File: config.mk
export PLATFORM = sky130hd
export DESIGN_NAME = ej32_rom_arb
export DESIGN_NICKNAME = d
export VERILOG_FILES = /design/src/rtl/ej32_pkg.sv /design/src/rtl/ej32_rom_seq.sv /design/src/rtl/ej32_rom_arb.sv
export SDC_FILE = /design/constraint.sdc
export NUM_CORES = 1
export LEC_CHECK = 0
export CAP_MARGIN = 15
export CORE_UTILIZATION = 44
export DETAILED_ROUTE_END_ITERATION = 10
export PLACE_DENSITY = 0.73
export SLEW_MARGIN = 10
export SYNTH_ARGS = -nofsm -noshare
export SYNTH_HDL_FRONTEND = slang
export SYNTH_HIERARCHICAL = 1
export SYNTH_SLANG_ARGS = --single-unit
File: constraint.sdc
create_clock -name clk -period 2 [get_ports clk]
set_clock_uncertainty 0.15 [all_clocks]
set_input_delay 0.4 -clock clk [delete_from_list [all_inputs] [get_ports clk]]
set_output_delay 0.4 -clock clk [all_outputs]
set_load 0.05 [all_outputs]
File: src/rtl/ej32_pkg.sv
// Shared types for the eJ32 ROM path.
// Provides the data-port read-size encoding, the ROM arbiter state type and a
// helper that maps a read size to the number of bytes fetched from the ROM.
package ej32_pkg;

  localparam int unsigned ADDR_W = 17;

  typedef logic [ADDR_W-1:0] addr_t;

  // Data-port read size; encoding 2'd3 is reserved and reads 4 bytes.
  typedef enum logic [1:0] {
    SZ_B = 2'd0,
    SZ_H = 2'd1,
    SZ_W = 2'd2
  } rd_sz_e;

  typedef enum logic [1:0] {
    StIdle,
    StIssue,
    StDrain,
    StAck
  } arb_st_e;

  function automatic logic [2:0] sz_bytes(input logic [1:0] sz);
    logic [2:0] n;
    case (sz)
      SZ_B:    n = 3'd1;
      SZ_H:    n = 3'd2;
      default: n = 3'd4;
    endcase
    return n;
  endfunction

endpackage

File: src/rtl/ej32_rom_seq.sv
// Byte sequencer for the shared 1-cycle-latency ROM.
// Ports:
//   clk, rst   clock and synchronous active-high reset
//   start      load addr/n, clear the accumulator and restart the issue counter
//   addr, n    first byte address and byte count (1, 2 or 4)
//   issue      high while the arbiter is in its issue state
//   done       the last byte address of the transaction is being presented
//   rom_a      byte address to the ROM (held when not issuing)
//   rom_d      ROM read data, valid one cycle after rom_a
//   acc        big-endian accumulator of returned bytes
module ej32_rom_seq
  import ej32_pkg::*;
#(
  parameter int unsigned ASZ = 17
) (
  input  logic           clk,
  input  logic           rst,
  input  logic           start,
  input  logic [ASZ-1:0] addr,
  input  logic [2:0]     n,
  input  logic           issue,
  output logic           done,
  output logic [ASZ-1:0] rom_a,
  input  logic [7:0]     rom_d,
  output logic [31:0]    acc
);

  logic [ASZ-1:0] base_q;
  logic [ASZ-1:0] rom_a_q;
  logic [1:0]     last_q;
  logic [1:0]     idx_q;
  logic [1:0]     idx_d;
  logic           vld_q;
  logic [31:0]    acc_q;

  assign idx_d = idx_q + 2'd1;
  assign done  = issue && (idx_q == last_q);
  assign rom_a = rom_a_q;
  assign acc   = acc_q;

  always_ff @(posedge clk) begin
    if (rst) begin
      base_q  <= '0;
      rom_a_q <= '0;
      last_q  <= '0;
      idx_q   <= '0;
      vld_q   <= 1'b0;
      acc_q   <= '0;
    end else begin
      // A byte addressed in an issue cycle is on rom_d during the next cycle.
      vld_q <= issue;
      if (start) begin
        base_q  <= addr;
        rom_a_q <= addr;
        last_q  <= 2'(n - 3'd1);
        idx_q   <= '0;
        acc_q   <= '0;
      end else begin
        if (issue && !done) begin
          idx_q   <= idx_d;
          // Wraps modulo 2^ASZ; the ROM applies its own depth wrap.
          rom_a_q <= base_q + ASZ'(idx_d);
        end
        if (vld_q) begin
          acc_q <= {acc_q[23:0], rom_d};
        end
      end
    end
  end

endmodule

File: src/rtl/ej32_rom_arb.sv
// Round-robin arbiter sharing the byte-wide eForth image ROM between the
// bytecode fetch port (1 byte) and the data port (1/2/4 bytes, big-endian).
// Ports:
//   clk, rst              clock and synchronous active-high reset
//   f_req/f_addr          fetch request and byte address
//   f_ack/f_data          one-cycle ack pulse and fetched byte (held until next ack)
//   d_req/d_addr/d_sz     data request, first-byte address and size
//   d_ack/d_data          one-cycle ack pulse and zero-extended word (held until next ack)
//   rom_a/rom_d           ROM byte address and 1-cycle-latency read data
//   busy                  a transaction is in flight
module ej32_rom_arb
  import ej32_pkg::*;
#(
  parameter int unsigned ASZ    = 17,
  parameter int unsigned ROM_SZ = 8192
) (
  input  logic           clk,
  input  logic           rst,
  input  logic           f_req,
  input  logic [ASZ-1:0] f_addr,
  output logic           f_ack,
  output logic [7:0]     f_data,
  input  logic           d_req,
  input  logic [ASZ-1:0] d_addr,
  input  logic [1:0]     d_sz,
  output logic           d_ack,
  output logic [31:0]    d_data,
  output logic [ASZ-1:0] rom_a,
  input  logic [7:0]     rom_d,
  output logic           busy
);

  // The ROM truncates addresses itself; only reject a ROM the address cannot reach.
  if (ROM_SZ > (64'd1 << ASZ)) begin : g_rom_sz_check
    $error("ROM_SZ exceeds the ASZ address space");
  end

  arb_st_e        state_q, state_d;
  logic           last_data_q, last_data_d;  // last grant went to the data port
  logic           grant_fetch;
  logic           start;
  logic           ack_now;
  logic           seq_done;
  logic [ASZ-1:0] start_addr;
  logic [2:0]     start_n;
  logic [31:0]    acc;

  logic           f_ack_q;
  logic           d_ack_q;
  logic [7:0]     f_data_q;
  logic [31:0]    d_data_q;

  ej32_rom_seq #(
    .ASZ (ASZ)
  ) u_seq (
    .clk   (clk),
    .rst   (rst),
    .start (start),
    .addr  (start_addr),
    .n     (start_n),
    .issue (state_q == StIssue),
    .done  (seq_done),
    .rom_a (rom_a),
    .rom_d (rom_d),
    .acc   (acc)
  );

  // On a tie, fetch wins only if data was granted last.
  assign grant_fetch = f_req && (!d_req || last_data_q);
  assign start_addr  = grant_fetch ? f_addr : d_addr;
  assign start_n     = grant_fetch ? 3'd1 : sz_bytes(d_sz);
  assign ack_now     = (state_q == StAck);

  always_comb begin
    state_d     = state_q;
    last_data_d = last_data_q;
    start       = 1'b0;
    unique case (state_q)
      StIdle: begin
        if (f_req || d_req) begin
          start       = 1'b1;
          last_data_d = !grant_fetch;
          state_d     = StIssue;
        end
      end
      StIssue: begin
        if (seq_done) state_d = StDrain;
      end
      StDrain: state_d = StAck;
      StAck:   state_d = StIdle;
      default: state_d = StIdle;
    endcase
  end

  always_ff @(posedge clk) begin
    if (rst) begin
      state_q     <= StIdle;
      last_data_q <= 1'b1;
      f_ack_q     <= 1'b0;
      d_ack_q     <= 1'b0;
      f_data_q    <= '0;
      d_data_q    <= '0;
    end else begin
      state_q     <= state_d;
      last_data_q <= last_data_d;
      // last_data_q still names the in-flight requester while in StAck.
      f_ack_q     <= ack_now && !last_data_q;
      d_ack_q     <= ack_now && last_data_q;
      if (ack_now && !last_data_q) f_data_q <= acc[7:0];
      if (ack_now && last_data_q)  d_data_q <= acc;
    end
  end

  assign f_ack  = f_ack_q;
  assign d_ack  = d_ack_q;
  assign f_data = f_data_q;
  assign d_data = d_data_q;
  assign busy   = (state_q != StIdle);

endmodule

# Word-level counts from Yosys, hierarchy flattened
# Index checks and enable logic that the tools add are counted.
# Widths: inputs -> output; s select.
[word_totals]
reg_bits = 116
inputBits = 48
wordCells = 50
[classes]
add_sub_neg = 3
n_eq_ne = 7
n_mux = 10
reduce_logical = 18
[op_table]
columns = ["operator", "count"]
rows = [
  ["$mux 17", 3],
  ["$add 17x2->17", 1],
  ["$pmux 2 s4", 1],
  ["$mux 2", 3],
  ["$logic_and 1x1->1", 5],
  ["$eq 2x1->1 const B", 2],
  ["$eq 2x2->1 const B", 2],
  ["$logic_not 1->1", 4],
  ["$logic_not 2->1", 2],
  ["$ne 2x2->1 const B", 2],
  ["$pmux 2 s2", 1],
  ["$reduce_and 2->1", 2],
  ["$reduce_bool 2->1", 2],
  ["$add 2x1->2 const B", 1],
  ["$eq 2x2->1", 1],
  ["$logic_or 1x1->1", 2],
  ["$mux 1", 2],
  ["$reduce_or 2->1", 1],
  ["$sub 2x1->2 const B", 1],
]

# Logic depth before layout (Yosys ltp)
[depth]
ltp_word = 6
mapped_depth = 11

# Cells and area by module
# Netlist, hierarchy kept.
[modules_own_cells]
columns = ["module", "instances", "cells_each", "area_per_inst_um2"]
rows = [
  ["ej32_rom_seq", 1, 325, 3118.0],
  ["ej32_rom_arb", 1, 229, 1909.3],
]

# Worst setup path after synthesis
# OpenSTA, ideal clock, no wires.
[synth_timing]
path_type = "reg2reg"
from = "register state_q[0]"
to = "register u_seq.rom_a_q[11], in the netlist u_seq/rom_a[11]"
setup_time_ns = 0.079
arrival_ns = 2.340
required_time_ns = 1.771
setup_slack_ns = -0.570
stages_incl_launch_ff = 12
path_buffers = 2
period_less_slack_ns = 2.570
path_cell_list = "dfxtp_1 -> inv_1 -> ha_1 -> inv_1 -> nor2_1 -> buf_6 -> nand2b_4 -> or2_1 -> buf_6 -> nor2_1 -> mux2_2 -> a211oi_2"
[synth_via]
elab_cells_between_ends = 8
cone_classes = "eq/ne: 1; mux: 2; reduce/logical: 5"
[synth_lines]
columns = ["item", "line", "rtl"]
rows = [
  ["start, declared", "ej32_rom_arb.sv:38", "arb_st_e state_q, state_d;"],
  ["start signal, assigned", "ej32_rom_arb.sv:97", "state_q <= StIdle;"],
  ["start signal, assigned", "ej32_rom_arb.sv:104", "state_q <= state_d;"],
  ["$logic_not 2->1 (*)", "ej32_rom_arb.sv:78", "unique case (state_q)"],
  ["$mux 1 (*)", "ej32_rom_arb.sv:78", ""],
  ["named net start", "ej32_rom_arb.sv:41", "logic start;"],
  ["$mux 17 or $reduce_bool 2->1 (tied branches)", "-", ""],
  ["end signal, assigned", "ej32_rom_seq.sv:54", "rom_a_q <= addr;"],
  ["end signal, assigned", "ej32_rom_seq.sv:62", "rom_a_q <= base_q + ASZ'(idx_d);"],
  ["end, declared", "ej32_rom_seq.sv:29", "logic [ASZ-1:0] rom_a_q;"],
]
# The timed path passes the listed nets; every way through them passes the cells marked *.
# A chain may end at the register's enable or synchronous reset.

# Worst setup path after layout
[layout_timing]
from = "register u_seq.idx_q[0]"
to = "register u_seq.rom_a_q[6], in the netlist u_seq/rom_a[6]"
[layout_via]
elab_cells_between_ends = 9
cone_classes = "add/sub: 2; eq/ne: 1; mux: 2; reduce/logical: 4"
[layout_lines]
columns = ["item", "line", "rtl"]
rows = [
  ["start, declared", "ej32_rom_seq.sv:31", "logic [1:0] idx_q;"],
  ["start signal, assigned", "ej32_rom_seq.sv:60", "idx_q <= idx_d;"],
  ["$add 2x1->2", "ej32_rom_seq.sv:36", "assign idx_d = idx_q + 2'd1;"],
  ["named net u_seq.idx_d[0]", "ej32_rom_seq.sv:32", "logic [1:0] idx_d;"],
  ["$add 17x2->17", "ej32_rom_seq.sv:62", ""],
  ["$mux 17", "ej32_rom_seq.sv:59", "if (issue && !done) begin"],
  ["$mux 17", "ej32_rom_seq.sv:52", "if (start) begin"],
]
# The timed path passes the listed nets, and every way through them passes these cells. The select of a mux whose other input is x is not followed.

==> impl_results.md <==
* Worst vdd rail ir drop at 1040 uV
* Mapped cell area at 0.00502 sq mm
* First-pass GRT wire length at 20300 microns
* Hold Path Stages at 3
* Unrepaired setup endpoints after global routing: yes
* Htree depth at 4
* # hold bufs at CTS at 0
* Outcome: finished with violations
* Initial drt markers at 319
* DP HPWL at 8410 microns
* Port bufs at 107
* CP Class: reg -> reg
* Layout cells sized above 1 at 27.9%
* PwrDens at 1290 mW/mm^2
* Failing checks: setup timing
* Mean Syn Cell Area at 9.08 sq um
* DRT Wirelength at 12500 microns
* All-layer global routing usage at 22.0%
* Fin. max-slew vios at 0
* Data arrival time of the critical path at 2.21 ns
* Number of synthesis warnings at 6
* Setup ws final at -0.0781 ns
* Critical Path End Type: register
* Clock sink count at 116
* Die ar. at 0.0118 sq mm
* Vias at 4288
* Max Cap Viol at 0
* Hold WC Path Type: in -> reg
* Pre-antenna DRT Iters at 4
* Period utilisation layout at 104%
* Fmax at 0.481 GHz
* Root buffer cell: clkbuf_16
* Maximum root-to-sink buffer count at 2
* Initial core utilization at 45.7%
* Die X at 109 microns
* Post-Place Setup Slack at -0.591 ns
* IO Count at 108
* Initial antenna violation count at 0
* Area Overhead vs Synth at 40.0%
* Post-Synthesis Cells at 553
* Crit Reg-Reg Endpoint: u_seq/rom_a[6]
* Startpoint type of the worst setup path: register
* CP max FO at 4
* Pleak at 2.75 nW
* Final-report setup violation count at 6
* Vias in the first global route at 4267
* Final hold viol count at 0
* Syn_nets at 608
* Drt via density at 5.16
* Drt drc at 0
* CP Data Required Time at 2.13 ns
* Antenna violation net count after detailed routing at 0
* Skew-Pair Late Insertion Delay at 0.41 ns
* DR WL/cell at 15.1 microns
* Reg clk slew, reported paths at 0.06 ns
* Tmin final at 2.08 ns
* Die Y at 109 microns
* RR Startpoint: u_seq/idx_q[0]
* Core Region at 0.0110 sq mm
* Slew HR at 67.9%
* Hold path endpoint: u_seq/idx_q[1]
* CTS buffer count at 17
* FP Rows at 38
* Hold Path Origin: rst
* Total congestion overflow at 0
* Ant diodes at 0
* R2r setup slk at -0.08 ns
* Core Util, Final at 64.0%
* Fin nets at 733
* Slew @ Worst Pin at 0.483 ns
* CTS tree: done
* GP Congestion at 0.853
* Largest net degree at the start of global routing at 35
* Total Power at 9.07 mW
* Reg2reg path depth at 9
[where the power goes]
group          switching [mW]  leakage (nW)  internal (mW)
clock                    1.14         0.292           1.92
sequential              0.266         0.944           2.60
combinational            1.75          1.51           1.39
total                    3.15          2.75           5.92
[layout make-up]
class / count / area, sq um
Inverter: 11 / 45.0
Multi-Input combinational cell: 388 / 2560
Sequential cell: 116 / 2330
Timing Repair Buffer: 144 / 1320
Fill cell: 857 / 3950
Tap cell: 140 / 175
Clock buffer: 19 / 453
Clock inverter: 13 / 146
[how the worst max path moves through the flow]
| stage | start | endpoint | slack, ns | cells past startpoint |
|---|---|---|---|---|
| finish | u_seq/idx_q[0] | u_seq/rom_a[6] | -0.08 | 9 |
| global placement | d_req | u_seq/rom_a[9] | -0.50 | 9 |
| global route | u_seq/idx_q[1] | u_seq/rom_a[13] | -0.19 | 7 |
| floorplan | state_q[1] | u_seq/rom_a[11] | -0.14 | 11 |
| CTS | u_seq/idx_q[1] | u_seq/rom_a[13] | -0.09 | 7 |
| detailed placement | d_req | u_seq/rom_a[9] | -0.59 | 9 |
[placed cells by master, fill, tap and decap left out, types with 3 or more instances in the layout]
cell	count
a211oi_2	3
a21oi_1	54
a21oi_2	5
buf_12	8
buf_4	84
clkbuf_16	18
clkdlybuf4s50_1	44
clkinvlp_4	3
dfxtp_1	111
dfxtp_2	3
dlygate4sd2_1	5
inv_1	8
inv_6	6
mux2_2	17
mux2i_1	48
nand2_1	109
nand2b_1	7
nand3_1	6
nand4_1	4
nor2_1	59
nor2_4	3
o21ai_0	4
o311ai_1	3
o31ai_1	3
o31ai_2	3
xnor2_1	7
xor2_1	3
[worst max-delay path, cell delays in order, from the launching register on]
cell and delay, ns:
dfxtp_4 0.38, inv_1 0.05, ha_2 0.19, fa_2 0.38, buf_4 0.15, nand3_2 0.13
nor2_1 0.07, xor2_1 0.15, o211ai_1 0.21, a21oi_1 0.10
[layer usage]
metal | wire (microns) | global-route usage (%) | up-vias
li1 | - | - | 2115
met1 | 5480 | 26.4 | 2051
met2 | 6360 | 38.1 | 112
met3 | 595 | 5.98 | 10
met4 | 118 | 6.66 | 0
met5 | 0 | 0 | -
[metrics by stage]
stage | instance area [sq um] | hold slack [ns] | TNS, ns | std cells
6_report | 7030 | 0.208 | -0.226 | 831
2_1_floorplan | 5060 | 0.281 | -0.299 | 553
5_1_grt | 7030 | 0.214 | -1.03 | 831
3_3_place_gp | 6230 | 0.292 | -17.92 | 797
3_5_place_dp | 6230 | 0.297 | -18.62 | 797
4_1_cts | 6870 | 0.199 | -0.247 | 829
[timing repair]
item                                    CTS  global route
pin swaps                                 6             7
buffers inserted                          0             1
endpoints found under the setup margin   16            16
gates cloned                              0             1
resized for setup                        19            26
[flip-flops by register name (all words and copies together), names as in the netlist]
signal	flops
u_seq/acc	32
state_q	2
u_seq/base_q	17
f_data	8
u_seq/idx_q	2
u_seq/rom_a	17
d_data	32
d_ack	1
f_ack	1
last_data_q	1
u_seq/vld_q	1
u_seq/last_q	2
Power figures use the tool's default switching activity.
